### src/rtl/axil_rd_arbiter_if.sv
// Bundle of every bus signal around the AXI4-lite read arbiter.
//   s_axil_*  requester side, S_COUNT ports packed into flat vectors
//             (port i address at [i*ADDR_WIDTH +: ADDR_WIDTH], prot at [i*3 +: 3])
//   m_axil_*  single forwarded read master port toward the target
// Modports:
//   slave   the arbiter's view (takes requests, drives forwarded AR and returned R)
//   master  the environment's view (requesters plus target)
interface axil_rd_arbiter_if #(
    parameter int S_COUNT    = 4,
    parameter int ADDR_WIDTH = 32,
    parameter int DATA_WIDTH = 32
);
    logic [S_COUNT*ADDR_WIDTH-1:0] s_axil_araddr;
    logic [S_COUNT*3-1:0]          s_axil_arprot;
    logic [S_COUNT-1:0]            s_axil_arvalid;
    logic [S_COUNT-1:0]            s_axil_arready;
    logic [DATA_WIDTH-1:0]         s_axil_rdata;
    logic [1:0]                    s_axil_rresp;
    logic [S_COUNT-1:0]            s_axil_rvalid;
    logic [S_COUNT-1:0]            s_axil_rready;

    logic [ADDR_WIDTH-1:0]         m_axil_araddr;
    logic [2:0]                    m_axil_arprot;
    logic                          m_axil_arvalid;
    logic                          m_axil_arready;
    logic [DATA_WIDTH-1:0]         m_axil_rdata;
    logic [1:0]                    m_axil_rresp;
    logic                          m_axil_rvalid;
    logic                          m_axil_rready;

    modport slave (
        input  s_axil_araddr, s_axil_arprot, s_axil_arvalid, s_axil_rready,
               m_axil_arready, m_axil_rdata, m_axil_rresp, m_axil_rvalid,
        output s_axil_arready, s_axil_rdata, s_axil_rresp, s_axil_rvalid,
               m_axil_araddr, m_axil_arprot, m_axil_arvalid, m_axil_rready
    );

    modport master (
        output s_axil_araddr, s_axil_arprot, s_axil_arvalid, s_axil_rready,
               m_axil_arready, m_axil_rdata, m_axil_rresp, m_axil_rvalid,
        input  s_axil_arready, s_axil_rdata, s_axil_rresp, s_axil_rvalid,
               m_axil_araddr, m_axil_arprot, m_axil_arvalid, m_axil_rready
    );
endinterface

### src/rtl/axil_rd_arbiter.sv
// Round-robin arbiter sharing one AXI4-lite read master among S_COUNT
// requesters. One transaction in flight; every output is a flop.
// Ports:
//   clk  clock
//   rst  synchronous active-high reset
//   bus  axil_rd_arbiter_if.slave: s_axil_* requester ports, m_axil_* target port
module axil_rd_arbiter #(
    parameter int S_COUNT    = 4,
    parameter int ADDR_WIDTH = 32,
    parameter int DATA_WIDTH = 32
) (
    input  logic              clk,
    input  logic              rst,
    axil_rd_arbiter_if.slave  bus
);
    localparam int GW = (S_COUNT > 1) ? $clog2(S_COUNT) : 1;

    typedef enum logic [2:0] {IDLE, ACCEPT, ADDR, DATA, RESP} state_t;

    state_t                state, state_n;
    logic [GW-1:0]         grant, grant_n;
    logic [GW-1:0]         last, last_n;
    logic [S_COUNT-1:0]    arready, arready_n;
    logic [S_COUNT-1:0]    rvalid, rvalid_n;
    logic [DATA_WIDTH-1:0] rdata, rdata_n;
    logic [1:0]            rresp, rresp_n;
    logic [ADDR_WIDTH-1:0] araddr, araddr_n;
    logic [2:0]            arprot, arprot_n;
    logic                  arvalid, arvalid_n;
    logic                  rready, rready_n;

    // Unpack the flat per-port request fields so they can be indexed by grant.
    logic [ADDR_WIDTH-1:0] req_addr [S_COUNT];
    logic [2:0]            req_prot [S_COUNT];
    for (genvar g = 0; g < S_COUNT; g++) begin : g_unpack
        assign req_addr[g] = bus.s_axil_araddr[g*ADDR_WIDTH +: ADDR_WIDTH];
        assign req_prot[g] = bus.s_axil_arprot[g*3 +: 3];
    end

    // Round-robin search: first requester at or after last+1, wrapping.
    logic          req_found;
    logic [GW-1:0] req_idx;
    logic [GW-1:0] cand;
    always_comb begin
        req_found = 1'b0;
        req_idx   = '0;
        cand      = '0;
        for (int i = 1; i <= S_COUNT; i++) begin
            cand = GW'((int'(last) + i) % S_COUNT);
            if (!req_found && bus.s_axil_arvalid[cand]) begin
                req_found = 1'b1;
                req_idx   = cand;
            end
        end
    end

    always_ff @(posedge clk) begin
        if (rst) begin
            state   <= IDLE;
            grant   <= '0;
            last    <= GW'(S_COUNT - 1);
            arready <= '0;
            rvalid  <= '0;
            rdata   <= '0;
            rresp   <= '0;
            araddr  <= '0;
            arprot  <= '0;
            arvalid <= 1'b0;
            rready  <= 1'b0;
        end else begin
            state   <= state_n;
            grant   <= grant_n;
            last    <= last_n;
            arready <= arready_n;
            rvalid  <= rvalid_n;
            rdata   <= rdata_n;
            rresp   <= rresp_n;
            araddr  <= araddr_n;
            arprot  <= arprot_n;
            arvalid <= arvalid_n;
            rready  <= rready_n;
        end
    end

    always_comb begin
        state_n   = state;
        grant_n   = grant;
        last_n    = last;
        arready_n = '0;           // arready is a single-cycle pulse
        rvalid_n  = rvalid;
        rdata_n   = rdata;
        rresp_n   = rresp;
        araddr_n  = araddr;
        arprot_n  = arprot;
        arvalid_n = arvalid;
        rready_n  = rready;
        case (state)
            IDLE: begin
                if (req_found && rvalid == '0) begin
                    grant_n            = req_idx;
                    last_n             = req_idx;
                    arready_n[req_idx] = 1'b1;
                    state_n            = ACCEPT;
                end
            end
            ACCEPT: begin
                // A requester that dropped arvalid before its ready pulse is
                // simply abandoned.
                if (bus.s_axil_arvalid[grant]) begin
                    araddr_n  = req_addr[grant];
                    arprot_n  = req_prot[grant];
                    arvalid_n = 1'b1;
                    state_n   = ADDR;
                end else begin
                    state_n = IDLE;
                end
            end
            ADDR: begin
                if (bus.m_axil_arready) begin
                    arvalid_n = 1'b0;
                    rready_n  = 1'b1;
                    state_n   = DATA;
                end
            end
            DATA: begin
                if (bus.m_axil_rvalid) begin
                    rdata_n         = bus.m_axil_rdata;
                    rresp_n         = bus.m_axil_rresp;
                    rready_n        = 1'b0;
                    rvalid_n[grant] = 1'b1;
                    state_n         = RESP;
                end
            end
            RESP: begin
                if (bus.s_axil_rready[grant]) begin
                    rvalid_n = '0;
                    state_n  = IDLE;
                end
            end
            default: state_n = IDLE;
        endcase
    end

    assign bus.s_axil_arready = arready;
    assign bus.s_axil_rvalid  = rvalid;
    assign bus.s_axil_rdata   = rdata;
    assign bus.s_axil_rresp   = rresp;
    assign bus.m_axil_araddr  = araddr;
    assign bus.m_axil_arprot  = arprot;
    assign bus.m_axil_arvalid = arvalid;
    assign bus.m_axil_rready  = rready;
endmodule

### src/flat_wrapper.sv
// flat-port wrapper written by rule: the top's interface ports become plain ports
module axil_rd_arbiter_flat 
#(
    parameter int S_COUNT    = 4,
    parameter int ADDR_WIDTH = 32,
    parameter int DATA_WIDTH = 32
)
  (clk, rst, bus_s_axil_araddr, bus_s_axil_arprot, bus_s_axil_arvalid, bus_s_axil_rready, bus_m_axil_arready, bus_m_axil_rdata, bus_m_axil_rresp, bus_m_axil_rvalid, bus_s_axil_arready, bus_s_axil_rdata, bus_s_axil_rresp, bus_s_axil_rvalid, bus_m_axil_araddr, bus_m_axil_arprot, bus_m_axil_arvalid, bus_m_axil_rready);
  axil_rd_arbiter_if #(.S_COUNT(S_COUNT), .ADDR_WIDTH(ADDR_WIDTH), .DATA_WIDTH(DATA_WIDTH)) bus_i ();
  input  logic clk;
  input  logic rst;
  input wire logic [$bits(bus_i.s_axil_araddr)-1:0] bus_s_axil_araddr;
  input wire logic [$bits(bus_i.s_axil_arprot)-1:0] bus_s_axil_arprot;
  input wire logic [$bits(bus_i.s_axil_arvalid)-1:0] bus_s_axil_arvalid;
  input wire logic [$bits(bus_i.s_axil_rready)-1:0] bus_s_axil_rready;
  input wire logic [$bits(bus_i.m_axil_arready)-1:0] bus_m_axil_arready;
  input wire logic [$bits(bus_i.m_axil_rdata)-1:0] bus_m_axil_rdata;
  input wire logic [$bits(bus_i.m_axil_rresp)-1:0] bus_m_axil_rresp;
  input wire logic [$bits(bus_i.m_axil_rvalid)-1:0] bus_m_axil_rvalid;
  output wire logic [$bits(bus_i.s_axil_arready)-1:0] bus_s_axil_arready;
  output wire logic [$bits(bus_i.s_axil_rdata)-1:0] bus_s_axil_rdata;
  output wire logic [$bits(bus_i.s_axil_rresp)-1:0] bus_s_axil_rresp;
  output wire logic [$bits(bus_i.s_axil_rvalid)-1:0] bus_s_axil_rvalid;
  output wire logic [$bits(bus_i.m_axil_araddr)-1:0] bus_m_axil_araddr;
  output wire logic [$bits(bus_i.m_axil_arprot)-1:0] bus_m_axil_arprot;
  output wire logic [$bits(bus_i.m_axil_arvalid)-1:0] bus_m_axil_arvalid;
  output wire logic [$bits(bus_i.m_axil_rready)-1:0] bus_m_axil_rready;
  assign bus_i.s_axil_araddr = bus_s_axil_araddr;
  assign bus_i.s_axil_arprot = bus_s_axil_arprot;
  assign bus_i.s_axil_arvalid = bus_s_axil_arvalid;
  assign bus_i.s_axil_rready = bus_s_axil_rready;
  assign bus_i.m_axil_arready = bus_m_axil_arready;
  assign bus_i.m_axil_rdata = bus_m_axil_rdata;
  assign bus_i.m_axil_rresp = bus_m_axil_rresp;
  assign bus_i.m_axil_rvalid = bus_m_axil_rvalid;
  assign bus_s_axil_arready = bus_i.s_axil_arready;
  assign bus_s_axil_rdata = bus_i.s_axil_rdata;
  assign bus_s_axil_rresp = bus_i.s_axil_rresp;
  assign bus_s_axil_rvalid = bus_i.s_axil_rvalid;
  assign bus_m_axil_araddr = bus_i.m_axil_araddr;
  assign bus_m_axil_arprot = bus_i.m_axil_arprot;
  assign bus_m_axil_arvalid = bus_i.m_axil_arvalid;
  assign bus_m_axil_rready = bus_i.m_axil_rready;
  axil_rd_arbiter #(.S_COUNT(S_COUNT), .ADDR_WIDTH(ADDR_WIDTH), .DATA_WIDTH(DATA_WIDTH)) u_core (.clk(clk), .rst(rst), .bus(bus_i));
endmodule
### config.mk
export PLATFORM = sky130hd
export DESIGN_NAME = axil_rd_arbiter_flat
export DESIGN_NICKNAME = d
export VERILOG_FILES = /design/src/rtl/axil_rd_arbiter_if.sv /design/src/rtl/axil_rd_arbiter.sv /design/src/flat_wrapper.sv
export SDC_FILE = /design/constraint.sdc
export NUM_CORES = 1
export LEC_CHECK = 0
export CORE_MARGIN = 2
export CORE_UTILIZATION = 36
export CTS_CLUSTER_DIAMETER = 200
export DETAILED_ROUTE_END_ITERATION = 10
export PLACE_DENSITY = 0.83
export SLEW_MARGIN = 30
export SYNTH_ARGS = -nofsm -noshare
export SYNTH_HDL_FRONTEND = slang
export SYNTH_SLANG_ARGS = --single-unit
### constraint.sdc
create_clock -name clk -period 2.3 [get_ports clk]
set_clock_uncertainty 0.1 [all_clocks]
set_input_delay 0.575 -clock clk [delete_from_list [all_inputs] [get_ports clk]]
set_output_delay 0.575 -clock clk [all_outputs]
set_load 0.01 [all_outputs]
=== Word-level counts from Yosys, hierarchy flattened ===
Cells that the tools add are included.

* Flip-flop bits (word level): 86
* Input port bits: 186
* Output and inout bits: 79

* Add/subtract/negate cells: 4
* $lt $le $gt $ge: 9
* Eq/ne operators: 9
* Mux-type cells: 45
* Bitwise logic cells: 4
* Reduce and logical (&&, ||, !) cells: 22

{| class="wikitable"
|+ Operators with widths
! operator !! count
|-
| 32-bit binary-select mux with 2-bit select || 1
|-
| 32-bit two-way mux || 2
|-
| 2-bit by 3-bit less-than comparator with 1-bit output, second input constant || 6
|-
| 3-bit two-way mux || 6
|-
| 1-bit two-way mux || 16
|-
| 3-bit case mux with 5 select lines || 1
|-
| 1-bit binary-select mux with 2-bit select || 6
|-
| 2-bit two-way mux || 5
|-
| 3-bit AND reduction || 3
|-
| 4-bit two-way mux || 2
|-
| 4-bit case mux with 2 select lines || 1
|-
| 3-bit binary-select mux with 2-bit select || 1
|-
| 3-bit by 2-bit == test with 1-bit output, second input constant || 2
|-
| 1-bit logical AND || 6
|-
| 2-bit by 1-bit inequality test with 1-bit output, second input constant || 3
|-
| 2-bit AND reduction || 3
|-
| 2-bit nonzero test || 3
|-
| 2-bit by 1-bit adder with 2-bit output, second input constant || 2
|-
| 2-bit adder, second input constant || 2
|-
| 1-bit demux with 2-bit select || 2
|-
| 2-bit by 1-bit >= comparator with 1-bit output, second input constant || 2
|-
| 4-bit zero test || 1
|-
| 2-bit inequality test, second input constant || 2
|-
| 4-bit bitwise OR || 1
|-
| other kinds (10) || 14
|}

=== Longest topological paths before layout ===
Gate-level depths: netlist of the first run.

* Depth in word-level cells: 17
* Mapped depth: 7
* Depth with buffers taken out: 4

=== Least setup slack after synthesis of the first run ===
No wires, ideal clock.

* Kind: flip-flop to flip-flop
* From: register u_core.rvalid[3], in the netlist u_core.bus.s_axil_rvalid[3]
* To: register u_core.grant[1]
* Data arrival time: 1.708 ns
* Setup slack: 0.405 ns
* Stages on the path, launching flop included: 5
* Path buffers: 0
* Clock period less this slack: 1.895 ns
* Cell sequence: dfxtp_1 > or4_4 > or3_4 > or3_4 > o31ai_1

* Cells in the longest elaborated chain, start to end: 3

{| class="wikitable"
|+ Ends and longest elaborated chain
! what !! line !! text
|-
| from (decl) || axil_rd_arbiter.sv:24 || <nowiki>logic [S_COUNT-1:0] rvalid, rvalid_n;</nowiki>
|-
| from (signal assigned) || axil_rd_arbiter.sv:75 || <nowiki>rvalid <= rvalid_n;</nowiki>
|-
| 4-bit zero test || axil_rd_arbiter.sv:99 || <nowiki>if (req_found && rvalid == '0) begin</nowiki>
|-
| 1-bit logical AND || axil_rd_arbiter.sv:99 ||
|-
| 2-bit AND reduction (no line) || - ||
|-
| to (signal assigned) || axil_rd_arbiter.sv:72 || <nowiki>grant <= grant_n;</nowiki>
|-
| to (decl) || axil_rd_arbiter.sv:21 || <nowiki>logic [GW-1:0] grant, grant_n;</nowiki>
|}

Every way passes these cells.
A chain may end at the register's enable or synchronous reset.

=== Final worst setup path of the first run ===
* From: input bus_s_axil_arvalid[1]
* To: register u_core.grant[1]

* Cells in the longest elaborated chain, start to end: 14
* Elaborated cells on any way between the ends: 24
* Those cells by class: mux (16); reduce/logical (8)

{| class="wikitable"
|+ Ends and longest elaborated chain
! what !! line !! text
|-
| from (decl) || flat_wrapper.sv:14 || <nowiki>input wire logic [$bits(bus_i.s_axil_arvalid)-1:0] bus_s_axil_arvalid;</nowiki>
|-
| 1-bit binary-select mux with 2-bit select || axil_rd_arbiter.sv:50 || <nowiki>if (!req_found && bus.s_axil_arvalid[cand]) begin</nowiki>
|-
| 1-bit two-way mux (implied by the code) || axil_rd_arbiter.sv:50 ||
|-
| 1-bit two-way mux || axil_rd_arbiter.sv:50 ||
|-
| 1-bit zero test || axil_rd_arbiter.sv:50 ||
|-
| 1-bit logical AND || axil_rd_arbiter.sv:50 ||
|-
| 1-bit two-way mux || axil_rd_arbiter.sv:50 ||
|-
| 1-bit zero test || axil_rd_arbiter.sv:50 ||
|-
| 1-bit logical AND || axil_rd_arbiter.sv:50 ||
|-
| 1-bit two-way mux || axil_rd_arbiter.sv:50 ||
|-
| 1-bit zero test || axil_rd_arbiter.sv:50 ||
|-
| 1-bit logical AND || axil_rd_arbiter.sv:50 ||
|-
| 1-bit two-way mux || axil_rd_arbiter.sv:50 ||
|-
| 1-bit logical AND || axil_rd_arbiter.sv:99 ||
|-
| 2-bit AND reduction (no line) || - ||
|}

Parallel ways exist; a longest one is shown, timed or not. The select of a mux whose other input is x is not followed.

==> results.cfg, run 1 <==
[finish]
multi_input_area_mm2 = 0.002097
seqCellArea_mm2 = 0.001724
area_growth_pct = 76.51
fin_area_mm2 = 0.006994
nFillCells = 853
drive_above_1_share = 0.1103
antenna_cells = 0
layout.nets = 871

[synth]
synth_cells = 430
synth_xor_area_frac = 0
synthMuxAreaShare = 0.2128
synthAdderAreaFrac = 0
ys_seq_area_frac = 0.4345
synth_nets = 616
ys_top_cells_by_count = nand2_1, dfxtp_1, a21oi_1
synth_top_family_by_area = multiplexers
yosysUniqueCellTypes = 39
yosysWarnings = 0
yosysTopAreaCell = dfxtp_1
synthSimpleGateAreaFrac = 0.1907
synth_edf_count = 0
async_reset_ff_frac = 0
ys_top_cells_by_area = dfxtp_1, mux4_2, nand2_1
synth_area_per_cell_um2 = 9.215
syn_area_mm2 = 0.003963
synth_top_area_frac = 0.4345
synth-compound-area-share = 0.1257
ys_ff_latch = 86
synth.most_common_cell = nand2_1
synth_ff_type = dfxtp_1

[critical_path]
end_kind = register
critPathMaxFanout = 5
startpoint = bus_s_axil_arvalid[1]
path_cells = clkdlybuf4s50_1, nor4_1, or3_4, or3_4, o31ai_1
rr_startpoint = u_core.state[0]
slowest_stage = nor4_1
crit_buf_inv = 1
critPathLaunchType = input pin
crit_family = simple AND/OR/NAND/NOR gates
critPathMaxStageDelay_ns = 0.60
crit_path_frequent_cell = or3_4
crit_type = input pin to register
r2r_slack_ns = 0.34
cp.required_ns = 2.42
worst_ep_arrival_time_ns = 2.12

[clocking]
cts_made_buffers = 9
clkTransAtPathRegs_ns = 0.08
root_buffer = clkbuf_8
ctsHoldBuffers = 0
htree_levels = 3
cts.repair.resized = 0
tritoncts = yes
insertion_delay_ns = 0.34
cts_setup_buffers = 0
clock_sink_count = 86
clockBufferDepth = 2

[global_route]
overflow = 0
grt_pass1_vias = 4269
grt_max_degree = 36
track_usage = 0.2257
antenna_found_initial = 0
grt_pass1_wl_mm = 20.42

[drt]
drt_iter0_markers = 259
postRouteAntennaNets = 0
avgRoutedWirePerCell_um = 17.06
dr.pass1.iters = 4
vias_per_cell = 5.123
num_vias = 4247
drc_errors = 0
wl_mm = 14.14

[sta]
relSlewSlack = 0.5924
rsz0062_at_grt = no
setup_viol = 0
finalWorstSetupSlack_ns = 0.2968
tns_ns = 0
whs_ns = 0.3555
timing.final.crit_share = 0.8709
max_clock_freq_ghz = 0.4992
fin_crit_ns = 2.003
hold_violations = 0
drv_slew = 0
worst_slew_pin_slew_ns = 0.6058

[placed_design]
placed_area_mm2 = 0.006773
post-dp-hpwl_mm = 11.26
portBuffers = 264
post-place-ws_ns = -0.04431
gp_congestion = 0.8857

[floorplan]
core_area_mm2 = 0.01079
die_w_um = 108.9
die_h_um = 108.9
initial_utilization = 0.3671
num_io_pins = 265
fp.dieArea_mm2 = 0.01186
rows = 38

[pwr]
switching_share = 0.2702
p_switching_w = 0.001156
clkPwrFrac = 0.272
power_density_mw_per_mm2 = 611.4
seq_power_share = 0.401
total_power_w = 0.004277
irDropWorstVdd_mv = 0.3034
comb_power_share = 0.328
leakagePower_nw = 2.396
internal-power_w = 0.003121

[worst_hold_path]
hp-class = register to register
hp-start = u_core.bus.m_axil_araddr[0]

[run_status]
status = complete, no violations

[run]
cap_violations = 0
-- cells in the final DEF (no fill, tap or decap), types with 2 or more instances in the layout --
cell type and n:
buf_4 10, a31oi_1 2, a21oi_1 79, nand2_1 143
clkinv_2 2, nand3b_1 2, o31ai_1 2, dfxtp_1 84
or3_4 2, nor2b_1 3, clkbuf_8 11, bufinv_16 2
nor2_1 13, clkdlybuf4s50_1 263, mux4_2 37, nor2_2 2
dfxtp_2 2, nor3_1 2, buf_12 3, nand2b_1 2
-- state kept, by name (all words and copies together), names as in the netlist --
| register | count |
|---|---|
| u_core.bus.m_axil_araddr | 32 |
| u_core.bus.s_axil_rdata | 32 |
| u_core.bus.s_axil_arready | 4 |
| u_core.bus.s_axil_rvalid | 4 |
| u_core.bus.m_axil_arprot | 3 |
| u_core.state | 3 |
| u_core.bus.s_axil_rresp | 2 |
| u_core.grant | 2 |
| u_core.last | 2 |
| u_core.bus.m_axil_arvalid | 1 |
| u_core.bus.m_axil_rready | 1 |
-- layout make-up --
class                           count  share of cell area
Clock inverter                      4             0.01002
Tap cell                          140             0.02504
Sequential cell                    86              0.2465
Multi-Input combinational cell    310              0.2998
Inverter                            1           0.0005367
Clock buffer                       11             0.02165
Timing Repair Buffer              277              0.3964
-- logic make-up (layout without fill, tap and decap cells) --
logic type             count (synthesis)  count (layout)
multiplexers                          38              38
AND/OR/NAND/NOR                      179             179
AO/OA/AOI/OAI                         93              93
flip-flops                            86              86
buffers and inverters                 34             293
-- stage by stage --
step | cells | util
2_1_floorplan | 430 | -
3_3_place_gp | 814 | 0.6275
3_5_place_dp | 814 | 0.6275
4_1_cts | 829 | 0.6480
5_1_grt | 829 | 0.6480
6_report | 829 | 0.6480
-- worst reg2reg max path, cell delays in order, from the launching register on --
cell	delay, ns
dfxtp_1	0.40
or3_1	0.46
or3_4	0.43
or3_4	0.40
o31ai_1	0.08
-- power groups by stage --
stage	clock [W]	combinational [W]	sequential [W]
2_1_floorplan	0	0.000706	0.00174
3_3_place_gp	0	0.00137	0.00174
3_5_place_dp	0	0.00140	0.00175
4_1_cts	0.00119	0.00141	0.00171
5_1_grt	0.00125	0.00150	0.00173
6_report	0.00116	0.00140	0.00171
-- final timing paths --
kind                            endpoint  depth (start not counted)
max                      u_core.grant[1]                          5
min          u_core.bus.m_axil_araddr[0]                          2
max reg2reg              u_core.grant[1]                          4
min reg2reg  u_core.bus.m_axil_araddr[0]                          2
-- layer usage --
layer	wire (um)	vias to the layer above	global-route usage
li1	-	2010	-
met1	5240	1999	0.2338
met2	7188	202	0.4135
met3	1265	36	0.06993
met4	449	0	0.1035
met5	0	-	0
No activity file was read; power rests on OpenSTA's default activity.
==> run 2: changes to the inputs <==
CAP_MARGIN = 20   (was unset)
==> results of run 2 <==
The final DEF is identical to that of run 1; final timing and power are the same.
==> run 3: changes to the inputs <==
CTS_BUF_LIST = sky130_fd_sc_hd__clkbuf_16   (was unset)
==> run 3 against run 2 <==
  * Die area unchanged
  * Hold slack worse by 0.0034 ns
  * Routed wire length rose by 0.24%
  * Global-route usage rose by 0.13 points
  * Final cell count unchanged
  * Critical path type unchanged
  * Highest routed layer unchanged
==> results.cfg, run 3 (synthesis gave the netlist of run 1 again) <==
[finish]
area_growth_pct = 78.56
nFillCells = 852
layout.nets = 871
most-common-layout-cells = clkdlybuf4s50_1, nand2_1, dfxtp_1, a21oi_1, mux4_2
drive_above_1_share = 0.1074
antenna_cells = 0
mostFrequentLayoutCell = clkdlybuf4s50_1

[global_route]
overflow = 0
grt_pass1_vias = 4269
grt_max_degree = 36
antenna_found_initial = 0
track_usage = 0.2271
grt_pass1_wl_mm = 20.50

[placed_design]
portBuffers = 264
gp_congestion = 0.8857
post-dp-hpwl_mm = 11.26
post-place-ws_ns = -0.04431

[critical_path]
crit_type = input pin to register
critPathMaxFanout = 5
worst_ep_arrival_time_ns = 2.12
cp.required_ns = 2.39
end_kind = register
critPathLaunchType = input pin

[clocking]
clock_sink_count = 86
clkTransAtPathRegs_ns = 0.06
cts.repair.resized = 0
root_buffer = clkbuf_16
tritoncts = yes
ctsHoldBuffers = 0
insertion_delay_ns = 0.32
htree_levels = 3
cts_setup_buffers = 0
cts_made_buffers = 9
clockBufferDepth = 2

[sta]
finalWorstSetupSlack_ns = 0.2718
tns_ns = 0
relSlewSlack = 0.5940
hold_violations = 0
setup_viol = 0
fin_crit_ns = 2.028
timing.final.crit_share = 0.8818
max_clock_freq_ghz = 0.4931
rsz0062_at_grt = no
worst_slew_pin_slew_ns = 0.6034
drv_slew = 0

[floorplan]
core_area_mm2 = 0.01079
num_io_pins = 265
die_h_um = 108.9
die_w_um = 108.9
fp.dieArea_mm2 = 0.01186
rows = 38
initial_utilization = 0.3671

[drt]
drt_iter0_markers = 259
dr.pass1.iters = 5
drc_errors = 0
avgRoutedWirePerCell_um = 17.10
postRouteAntennaNets = 0
wl_mm = 14.18
num_vias = 4264
vias_per_cell = 5.144

[pwr]
p_switching_w = 0.001197
irDropWorstVdd_mv = 0.3357
internal-power_w = 0.003395
power_density_mw_per_mm2 = 649.0
seq_power_share = 0.374
switching_share = 0.2607
comb_power_share = 0.305
clkPwrFrac = 0.321
leakagePower_nw = 2.431
total_power_w = 0.004592

[worst_hold_path]
hp-class = register to register

[run_status]
status = complete, no violations

[run]
cap_violations = 0
==> run 3: metrics by stage <==
step / hold slack, ns / instance area (um2) / utilization / instances
2_1_floorplan: 0.3805 / 3963 / - / 430
5_1_grt: 0.3679 / 7076 / 0.6556 / 829
6_report: 0.3522 / 7076 / 0.6556 / 829
4_1_cts: 0.3558 / 7076 / 0.6556 / 829
3_5_place_dp: 0.3478 / 6773 / 0.6275 / 814
3_3_place_gp: 0.3415 / 6773 / 0.6275 / 814
==> run 3: area by class of cell <==
cell class              count  area [um2]  area share
inverters                   1       3.754   0.0005305
clock buffers               9       225.2     0.03183
well taps                 140       175.2     0.02476
flip-flops and latches     86        1724      0.2437
multi-input cells         310        2097      0.2964
clock inverters             6       77.57     0.01096
repair buffers            277        2773      0.3919
==> run 3: power groups by stage <==
stage	Sequential [W]	Clock (W)	Combinational (W)
2_1_floorplan	0.00174	0	0.000706
3_3_place_gp	0.00174	0	0.00137
3_5_place_dp	0.00175	0	0.00140
4_1_cts	0.00172	0.00151	0.00141
5_1_grt	0.00173	0.00157	0.00150
6_report	0.00172	0.00148	0.00140
==> run 3: worst max-delay path: stages <==
cell and delay (ns):
clkdlybuf4s50_1 0.49, nor4_1 0.59, or3_4 0.26, or3_4 0.14, o31ai_1 0.07
==> run 3: routing by layer <==
| metal | wire length [um] | vias to the layer above | global-route usage | part of all wire |
|---|---|---|---|---|
| li1 | - | 2018 | - | - |
| met3 | 1318 | 26 | 0.07173 | 0.093 |
| met1 | 5189 | 2024 | 0.2351 | 0.37 |
| met2 | 7279 | 196 | 0.4166 | 0.51 |
| met4 | 389 | 0 | 0.1007 | 0.027 |
| met5 | 0 | - | 0 | 0 |
==> run 3: worst paths after layout <==
path,slack [ns],cells past startpoint,startpoint,end
hold / removal,0.35,2,u_core.bus.m_axil_araddr[0],u_core.bus.m_axil_araddr[0]
hold reg to reg,0.35,2,u_core.bus.m_axil_araddr[0],u_core.bus.m_axil_araddr[0]
setup / recovery,0.27,5,bus_s_axil_arvalid[1],u_core.grant[1]
setup reg to reg,0.35,4,u_core.state[0],u_core.grant[1]
